===== config.mk =====
export PLATFORM = sky130hd
export DESIGN_NAME = serial_load_ctrl
export DESIGN_NICKNAME = d
export VERILOG_FILES = /design/src/rtl/serial_load_pkg.sv /design/src/rtl/serial_load_timeout.sv /design/src/rtl/serial_load_ctrl.sv
export SDC_FILE = /design/constraint.sdc
export NUM_CORES = 1
export LEC_CHECK = 0
export ABC_AREA = 1
export CAP_MARGIN = 20
export CORE_MARGIN = 2
export CORE_UTILIZATION = 55
export DETAILED_ROUTE_END_ITERATION = 16
export GPL_TIMING_DRIVEN = 0
export HOLD_SLACK_MARGIN = 0.03
export PLACE_DENSITY = 0.8
export SLEW_MARGIN = 20
export SYNTH_ARGS = -nofsm -noshare
export SYNTH_HDL_FRONTEND = slang
export SYNTH_SLANG_ARGS = --single-unit

===== constraint.sdc =====
create_clock -name clk -period 2.53 [get_ports clk]
set_input_delay 0.506 -clock clk [delete_from_list [all_inputs] [get_ports clk]]
set_output_delay 0.506 -clock clk [all_outputs]
set_load 0.005 [all_outputs]

===== src/rtl/serial_load_pkg.sv =====
// Shared types and constants for the serial load controller.
// The optional even-parity frame check is enabled with SERIAL_LOAD_PARITY_EN.
package serial_load_pkg;

    typedef enum logic [1:0] {
        IDLE   = 2'd0,
        SHIFT  = 2'd1,
        PARITY = 2'd2,
        LOAD   = 2'd3
    } state_t;

    localparam int DEFAULT_DATA_W  = 4;
    localparam int DEFAULT_TIMEOUT = 15;

    // Number of bits needed to encode values 0 .. value-1.
    function automatic int clog2(input int value);
        int result;
        int v;
        result = 0;
        v      = value - 1;
        while (v > 0) begin
            result = result + 1;
            v      = v >> 1;
        end
        return result;
    endfunction

endpackage


===== src/rtl/serial_load_timeout.sv =====
// Inter-bit watchdog: counts consecutive idle cycles inside a frame and
// flags the cycle in which the TIMEOUT-th idle cycle occurs (TIMEOUT=0 disables it).
module serial_load_timeout
    import serial_load_pkg::*;
#(
    parameter int TIMEOUT = DEFAULT_TIMEOUT
) (
    input  logic clk,
    input  logic reset,
    input  logic clear,
    input  logic enable,
    output logic expired
);

    localparam int CW = (clog2(TIMEOUT + 1) < 1) ? 1 : clog2(TIMEOUT + 1);
    localparam logic [CW-1:0] LIMIT   = CW'(TIMEOUT);
    localparam logic [CW-1:0] PRELAST = CW'(TIMEOUT - 1);

    logic [CW-1:0] cnt;

    // NOTE: sequential state is written with non-blocking assignments so every
    // flop samples the pre-edge values, independent of block ordering.
    always_ff @(posedge clk or posedge reset) begin
        if (reset) begin
            cnt <= '0;
        end else if (clear) begin
            cnt <= '0;
        end else if (enable && (cnt != LIMIT)) begin
            cnt <= cnt + 1'b1;
        end
    end

    // Counter saturates at TIMEOUT, so it never wraps back into range.
    assign expired = (TIMEOUT != 0) && enable && !clear && (cnt == PRELAST);

endmodule


===== src/rtl/serial_load_ctrl.sv =====
// Serial-to-parallel load feeder for a 4-bit loadable counter (MSB first).
// Define SERIAL_LOAD_PARITY_EN to require an even-parity bit after the data bits.
module serial_load_ctrl
    import serial_load_pkg::*;
#(
    parameter int DATA_W  = DEFAULT_DATA_W,
    parameter int TIMEOUT = DEFAULT_TIMEOUT
) (
    input  logic              clk,
    input  logic              reset,
    input  logic              start,
    input  logic              ser_in,
    input  logic              ser_valid,
    output logic              load,
    output logic [DATA_W-1:0] data,
    output logic              busy,
    output logic              err
);

    localparam int BW = clog2(DATA_W + 1);
    localparam logic [BW-1:0] LAST_BIT = BW'(DATA_W - 1);

    state_t            state;
    state_t            state_next;
    logic [DATA_W-1:0] shreg;
    logic [DATA_W-1:0] shreg_d;
    logic [BW-1:0]     bitcnt;
    logic              shreg_en;
    logic              bit_clr;
    logic              data_en;
    logic              err_next;
    logic              in_frame;
    logic              expired;

    assign in_frame = (state == SHIFT) || (state == PARITY);

    serial_load_timeout #(
        .TIMEOUT (TIMEOUT)
    ) u_timeout (
        .clk     (clk),
        .reset   (reset),
        .clear   (!in_frame || ser_valid),
        .enable  (in_frame && !ser_valid),
        .expired (expired)
    );

    // NOTE: every signal written here gets a default first, so no path can
    // leave one unassigned and infer a latch.
    always_comb begin
        state_next = state;
        shreg_en   = 1'b0;
        bit_clr    = 1'b0;
        data_en    = 1'b0;
        err_next   = 1'b0;

        case (state)
            IDLE: begin
                if (start) begin
                    state_next = SHIFT;
                    bit_clr    = 1'b1;
                end
            end
            SHIFT: begin
                if (ser_valid) begin
                    shreg_en = 1'b1;
                    if (bitcnt == LAST_BIT) begin
`ifdef SERIAL_LOAD_PARITY_EN
                        state_next = PARITY;
`else
                        state_next = LOAD;
                        data_en    = 1'b1;
`endif
                    end
                end else if (expired) begin
                    state_next = IDLE;
                    err_next   = 1'b1;
                end
            end
`ifdef SERIAL_LOAD_PARITY_EN
            PARITY: begin
                if (ser_valid) begin
                    // Even parity: data bits plus parity bit must XOR to zero.
                    if (^{shreg, ser_in} == 1'b0) begin
                        state_next = LOAD;
                        data_en    = 1'b1;
                    end else begin
                        state_next = IDLE;
                        err_next   = 1'b1;
                    end
                end else if (expired) begin
                    state_next = IDLE;
                    err_next   = 1'b1;
                end
            end
`endif
            LOAD: begin
                state_next = IDLE;
            end
            default: begin
                state_next = IDLE;
            end
        endcase
    end

    // data captures the post-shift value, so it is already valid in the LOAD cycle.
    always_comb begin
        shreg_d = shreg;
        if (shreg_en) begin
            shreg_d = {shreg[DATA_W-2:0], ser_in};
        end
    end

    always_ff @(posedge clk or posedge reset) begin
        if (reset) begin
            state  <= IDLE;
            shreg  <= '0;
            bitcnt <= '0;
            data   <= '0;
            err    <= 1'b0;
        end else begin
            state <= state_next;
            shreg <= shreg_d;
            err   <= err_next;
            if (bit_clr) begin
                bitcnt <= '0;
            end else if (shreg_en) begin
                bitcnt <= bitcnt + 1'b1;
            end
            if (data_en) begin
                data <= shreg_d;
            end
        end
    end

    assign load = (state == LOAD);
    assign busy = (state != IDLE);

endmodule


==> results of run 1 <==
-- worst paths after layout --
path / start / to / slack (ps)
setup reg to reg: state[0]$_DFFE_PP0P_ / state[0]$_DFFE_PP0P_ / 1170
max in group asynchronous: reset / data[2]$_DFFE_PP0P_ / 1540
hold / removal: data[2]$_DFFE_PP0P_ / data[2]$_DFFE_PP0P_ / 490
hold reg to reg: data[2]$_DFFE_PP0P_ / data[2]$_DFFE_PP0P_ / 490
min in group asynchronous: reset / u_timeout.cnt[2]$_DFFE_PP0P_ / 580
setup / recovery: state[0]$_DFFE_PP0P_ / busy / 470
-- logic make-up after synthesis --
logic type                 after synthesis
and+or+nand+nor                         36
buffers and inverters                   17
muxes                                    1
DFF                                     17
adders and majority gates                7
AOI/OAI and AO/OA                       17
-- final cells by class --
class                      count  area (um2)
buffer                         1       5.005
clock buffer                   3       22.52
clock inverter                 1       5.005
fill                         127       474.2
inverter                      16       60.06
multi-input combinational     61       349.1
sequential                    17       425.4
tap                           16       20.02
timing repair buffer          11       110.1
-- through the flow --
| stage | instances | util [%] |
|---|---|---|
| 4_1_cts | 126 | 67.77 |
| 2_1_floorplan | 95 | - |
| 3_5_place_dp | 122 | 65.90 |
| 5_1_grt | 126 | 67.77 |
| 6_report | 126 | 67.77 |
| 3_3_place_gp | 122 | 65.90 |
-- worst max-delay path, stage by stage (launching register included) --
cell and delay [ps]:
dfrtp_1 410, inv_1 70, ha_1 210, inv_1 80, clkdlybuf4s50_1 500
-- layer usage --
metal / track usage (%) / routed length, um
met5: 0 / 0
met4: 10.91 / 42
met3: 3.830 / 42
met2: 30.61 / 652
met1: 23.82 / 658
-- state kept, by name, indices dropped and copies added (netlist names) --
| name | count |
|---|---|
| u_timeout.cnt | 4 |
| state | 2 |
| shreg | 3 |
| bitcnt | 3 |
| data | 4 |
| err | 1 |
-- cells in the mapped netlist (all sizes together) --
cell type	count
nor3	1
or2	1
nand3	7
inv	16
nand4	1
buf	1
a21oi	3
mux2i	1
o21ai	14
ha	7
nor2	5
nand2	21
dfrtp	17
-- cells in the final DEF (no fill, tap or decap), drive strengths merged --
| cell | netlist | routed |
|---|---|---|
| clkbuf | 0 | 3 |
| or2 | 1 | 1 |
| nor3 | 1 | 1 |
| dfrtp | 17 | 17 |
| mux2i | 1 | 1 |
| ha | 7 | 7 |
| clkinv | 0 | 1 |
| o21ai | 14 | 14 |
| inv | 16 | 16 |
| nor2 | 5 | 5 |
| nand4 | 1 | 1 |
| nand3 | 7 | 7 |
| clkdlybuf4s50 | 0 | 11 |
| buf | 1 | 1 |
| nand2 | 21 | 21 |
| a21oi | 3 | 3 |
-- power breakdown --
| part | internal [mW] | switching [mW] |
|---|---|---|
| clock | 0.0587 | 0.0855 |
| sequential | 0.362 | 0.0511 |
| combinational | 0.182 | 0.213 |
| total | 0.603 | 0.350 |
==> flow_summary.yaml, run 1 <==
sta:
  finalHoldViolCount: 0
  fin_skew_ps: 7.896
  timing.final.crit_period_ps: 2062
  hold_ws_ps: 486.3
  slew_headroom_pct: 58.56
  fmax_mhz: 485.0
  worst_pin_slew_ps: 620.9
  finalCritPeriodShare_pct: 81.50
  setup_viol: 0
  fin_ws_ps: 468.0
  rsz0062_at_grt: "no"
  drv_slew: 0
  fin_tns_setup_ps: 0
job:
  maxCapViolations: 0
route:
  wl_um: 1396
  via_count: 647
  first_pass_iters: 4
  routedWlPerCell_um: 11.08
  first_iter_violations: 6
  antenna_left: 0
  via_per_inst: 5.135
  drc: 0
clocking:
  clockBufferDepth: 2
  cts.repair.resized: 0
  cts_made_buffers: 3
  cts_tree: "done"
  cts_htree_levels: 1
  postCtsHoldBufs: 0
  post_cts_buffers: 0
  path_clk_slew_ps: 100
  worstSkewPairLatency_ps: 290
  cts_sinks: 17
  root_buffer: "clkbuf_4"
logic_synthesis:
  ys_types: 17
  ys.warnings.count: 0
  avgSynthCellArea_um2: 8.837
  synth_fa_ha_area_share_pct: 10.43
  ys_seq_area_share_pct: 50.67
  synth_xor_area_share_pct: 0
  synth_top_area_share_pct: 50.67
  synth_compound_area_share_pct: 10.58
  yosys.area_share.simple_pct: 19.37
  synth_cells: 95
  netlist_top_cells_area: "dfrtp_1 (51%), ha_1 (10%), nand2_1 (8.5%)"
  muxShareOfSynthArea_pct: 1.192
  synth_area_um2: 839.6
  synth_top_family_by_area: "simple AND/OR/NAND/NOR gates"
  synth_nets: 107
  yosysTopAreaCell: "dfrtp_1"
  ys_seq_elements: 17
setup_path:
  reg2reg_depth: 7
  crit_path_max_fanout: 4
  startpoint_type: "flip-flop"
  arrival_ps: 1560
  critPathKind: "reg -> out"
  cp.required_ps: 2020
  worstSetupEndpointType: "output pin"
floorplanning:
  dieWidth_um: 43.07
  rows: 14
  die_area_um2: 1855
  die_h_um: 43.07
  core_area_um2: 1471
  start_util_pct: 57.06
  ios: 12
status:
  status: "completed"
hold_path:
  whs_path_depth: 2
  hold_class: "reg -> reg"
power:
  powerDensity_nw_per_um2: 955.5
  finalPower_mw: 0.9529
  leakagePower_nw: 0.5102
  irDropWorstVdd_mv: 0.5857
global_route:
  grt_max_degree: 18
  grt_pass1_wl_um: 2566
  grt_use_total_pct: 19.09
  grt_overflow: 0
  antenna_found_initial: 0
  grt_pass1_vias: 622
final_layout:
  drive_gt1_share_pct: 9.091
  nets: 123
  final_cell_area_um2: 997.2
  area_growth_pct: 18.78
  diodes: 0
placement:
  place_ws_ps: 796.5
  gp_congestion: 0.7668
  io_buffer_count: 11
  place_area_um2: 969.7
  hpwl_um: 1081
Power figures use the tool's default switching activity.
==> run 2: changes to the inputs <==
--- a/config.mk
+++ b/config.mk
@@ -8,11 +8,11 @@
 export ABC_AREA = 1
 export CAP_MARGIN = 20
 export CORE_MARGIN = 2
-export CORE_UTILIZATION = 55
+export CORE_UTILIZATION = 51
 export DETAILED_ROUTE_END_ITERATION = 16
 export GPL_TIMING_DRIVEN = 0
 export HOLD_SLACK_MARGIN = 0.03
-export PLACE_DENSITY = 0.8
+export PLACE_DENSITY = 0.75
 export SLEW_MARGIN = 20
 export SYNTH_ARGS = -nofsm -noshare
 export SYNTH_HDL_FRONTEND = slang
==> constraint.sdc (replaced) <==
create_clock -name clk -period 2 [get_ports clk]
set_input_delay 0.4 -clock clk [delete_from_list [all_inputs] [get_ports clk]]
set_output_delay 0.4 -clock clk [all_outputs]
set_load 0.005 [all_outputs]
==> run 2 against run 1 <==
Effect of this change: critical path depth did not move; global-route usage down 1.3 points; clock power is 24% higher; clock skew decreased by 2.9 ps; non-clock buffer count rose by 1; largest power group unchanged.
==> flow_summary.yaml, run 2 (synthesized netlist as in run 1, its figures left out) <==
global_route:
  grt_use_total_pct: 17.76
  grt_pass1_vias: 574
  grt_max_degree: 18
  grt_overflow: 0
  grt_pass1_wl_um: 2442
  antenna_found_initial: 0
sta:
  drv_slew: 0
  timing.final.crit_period_ps: 1910
  setup_viol: 0
  fin_tns_setup_ps: 0
  finalHoldViolCount: 0
  fin_skew_ps: 5.009
  worst_pin_slew_ps: 616.0
  fmax_mhz: 523.6
  finalCritPeriodShare_pct: 95.50
  slew_headroom_pct: 58.89
route:
  drc: 0
  via_per_inst: 5.220
  first_pass_iters: 4
  routedWlPerCell_um: 11.31
  wl_um: 1436
  antenna_left: 0
  via_count: 663
  first_iter_violations: 16
setup_path:
  cp.required_ps: 1600
  arrival_ps: 1510
  critPathKind: "reg -> out"
  startpoint_type: "flip-flop"
  worstSetupEndpointType: "output pin"
  crit_path_max_fanout: 3
final_layout:
  nets: 124
  final_cell_area_um2: 1005
  top_regs: "data x4, u_timeout.cnt x4"
  instances_no_fill: 127
  final_cell_mix: "nand2_1 (19), dfrtp_1 (17), inv_1 (16)"
  diodes: 0
  area_growth_pct: 19.67
  fill_cells: 122
  drive_gt1_share_pct: 9.910
  final_common_cell: "nand2_1"
status:
  status: "completed"
power:
  irDropWorstVdd_mv: 0.7836
  powerDensity_nw_per_um2: 1211
  leakagePower_nw: 0.5150
placement:
  dpl.cell_count: 122
  hpwl_um: 1138
  io_buffer_count: 11
  gp_congestion: 0.7792
  place_area_um2: 969.7
floorplanning:
  die_h_um: 44.58
  ios: 12
  dieWidth_um: 44.58
  rows: 14
  start_util_pct: 55.09
  die_area_um2: 1987
  core_area_um2: 1524
hold_path:
  hold_class: "in -> async"
clocking:
  cts_tree: "done"
  root_buffer: "clkbuf_4"
  cts_htree_levels: 1
  cts_made_buffers: 3
  clockBufferDepth: 2
  cts.repair.resized: 0
  cts_sinks: 17
  path_clk_slew_ps: 90
  worstSkewPairLatency_ps: 290
job:
  maxCapViolations: 0
==> run 2: changes by cell type in the layout (fill, tap and decap cells not counted) <==
cell / previous run / this run
buf_4: 0 / 1
==> run 2: area by class of cell <==
class | count | area, um2 | area share [%]
flip-flops and latches | 17 | 425.4 | 42.34
well taps | 16 | 20.02 | 1.993
repair buffers | 12 | 117.6 | 11.71
clock buffers | 3 | 22.52 | 2.242
clock inverters | 1 | 5.005 | 0.4981
multi-input cells | 61 | 349.1 | 34.74
inverters | 16 | 60.06 | 5.978
plain buffers | 1 | 5.005 | 0.4981
==> run 2: metrics by stage <==
step	power [mW]	worst slack, ps	hold slack [ps]	utilization, %
6_report	1.217	90.04	477.7	65.93
5_1_grt	1.336	-21.42	521.1	65.93
4_1_cts	1.219	50.54	488.3	65.44
3_5_place_dp	1.037	371.9	472.1	63.63
3_3_place_gp	1.001	394.3	464.6	63.63
2_1_floorplan	0.8441	793.4	326.1	-
==> run 2: critical path, stage by stage, from the launching register on <==
cell and delay (ps):
dfrtp_1 380, inv_1 70, ha_1 190, inv_1 80, clkdlybuf4s50_1 500
==> run 2: routing by layer <==
layer / GRT usage (%) / vias up / wire length (um)
met2: 29.57 / 13 / 724
met1: 19.95 / 314 / 631
met5: 0 / - / 0
met3: 7.347 / 2 / 67
met4: 7.273 / 0 / 13
li1: - / 334 / -
==> run 2: repair_timing <==
| action | 4_1_cts | 5_1_grt |
|---|---|---|
| endpoints found under the hold margin | 0 | 0 |
| buffers inserted | 0 | 1 |
| hold buffers | 0 | 0 |
| endpoints found under the setup margin | 0 | 1 |
==> run 2: path summary, 6_finish.rpt <==
| kind | from | end | slack (ps) | cells after the start |
|---|---|---|---|---|
| worst max-delay path | state[1]$_DFFE_PP0P_ | busy | 90 | 4 |
| worst min register to register | data[1]$_DFFE_PP0P_ | data[1]$_DFFE_PP0P_ | 490 | 2 |
| min in group clk | data[1]$_DFFE_PP0P_ | data[1]$_DFFE_PP0P_ | 490 | 2 |
| worst min-delay path | reset | u_timeout.cnt[2]$_DFFE_PP0P_ | 480 | 2 |
| max in group asynchronous | reset | state[0]$_DFFE_PP0P_ | 1120 | 2 |
| worst max register to register | bitcnt[0]$_DFFE_PP0P_ | state[1]$_DFFE_PP0P_ | 680 | 6 |
==> run 2: power by group <==
group,leakage [nW],internal (mW),switching (mW),total [mW]
combinational,0.273,0.241,0.276,0.517
clock,0.0177,0.0744,0.104,0.178
sequential,0.224,0.458,0.0632,0.521
==> run 3: changes to the inputs <==
--- a/config.mk
+++ b/config.mk
@@ -9,6 +9,7 @@
 export CAP_MARGIN = 20
 export CORE_MARGIN = 2
 export CORE_UTILIZATION = 51
+export CTS_CLUSTER_DIAMETER = 150
 export DETAILED_ROUTE_END_ITERATION = 16
 export GPL_TIMING_DRIVEN = 0
 export HOLD_SLACK_MARGIN = 0.03
==> results of run 3 <==
Final layout, timing and power as in run 2 (identical DEF).
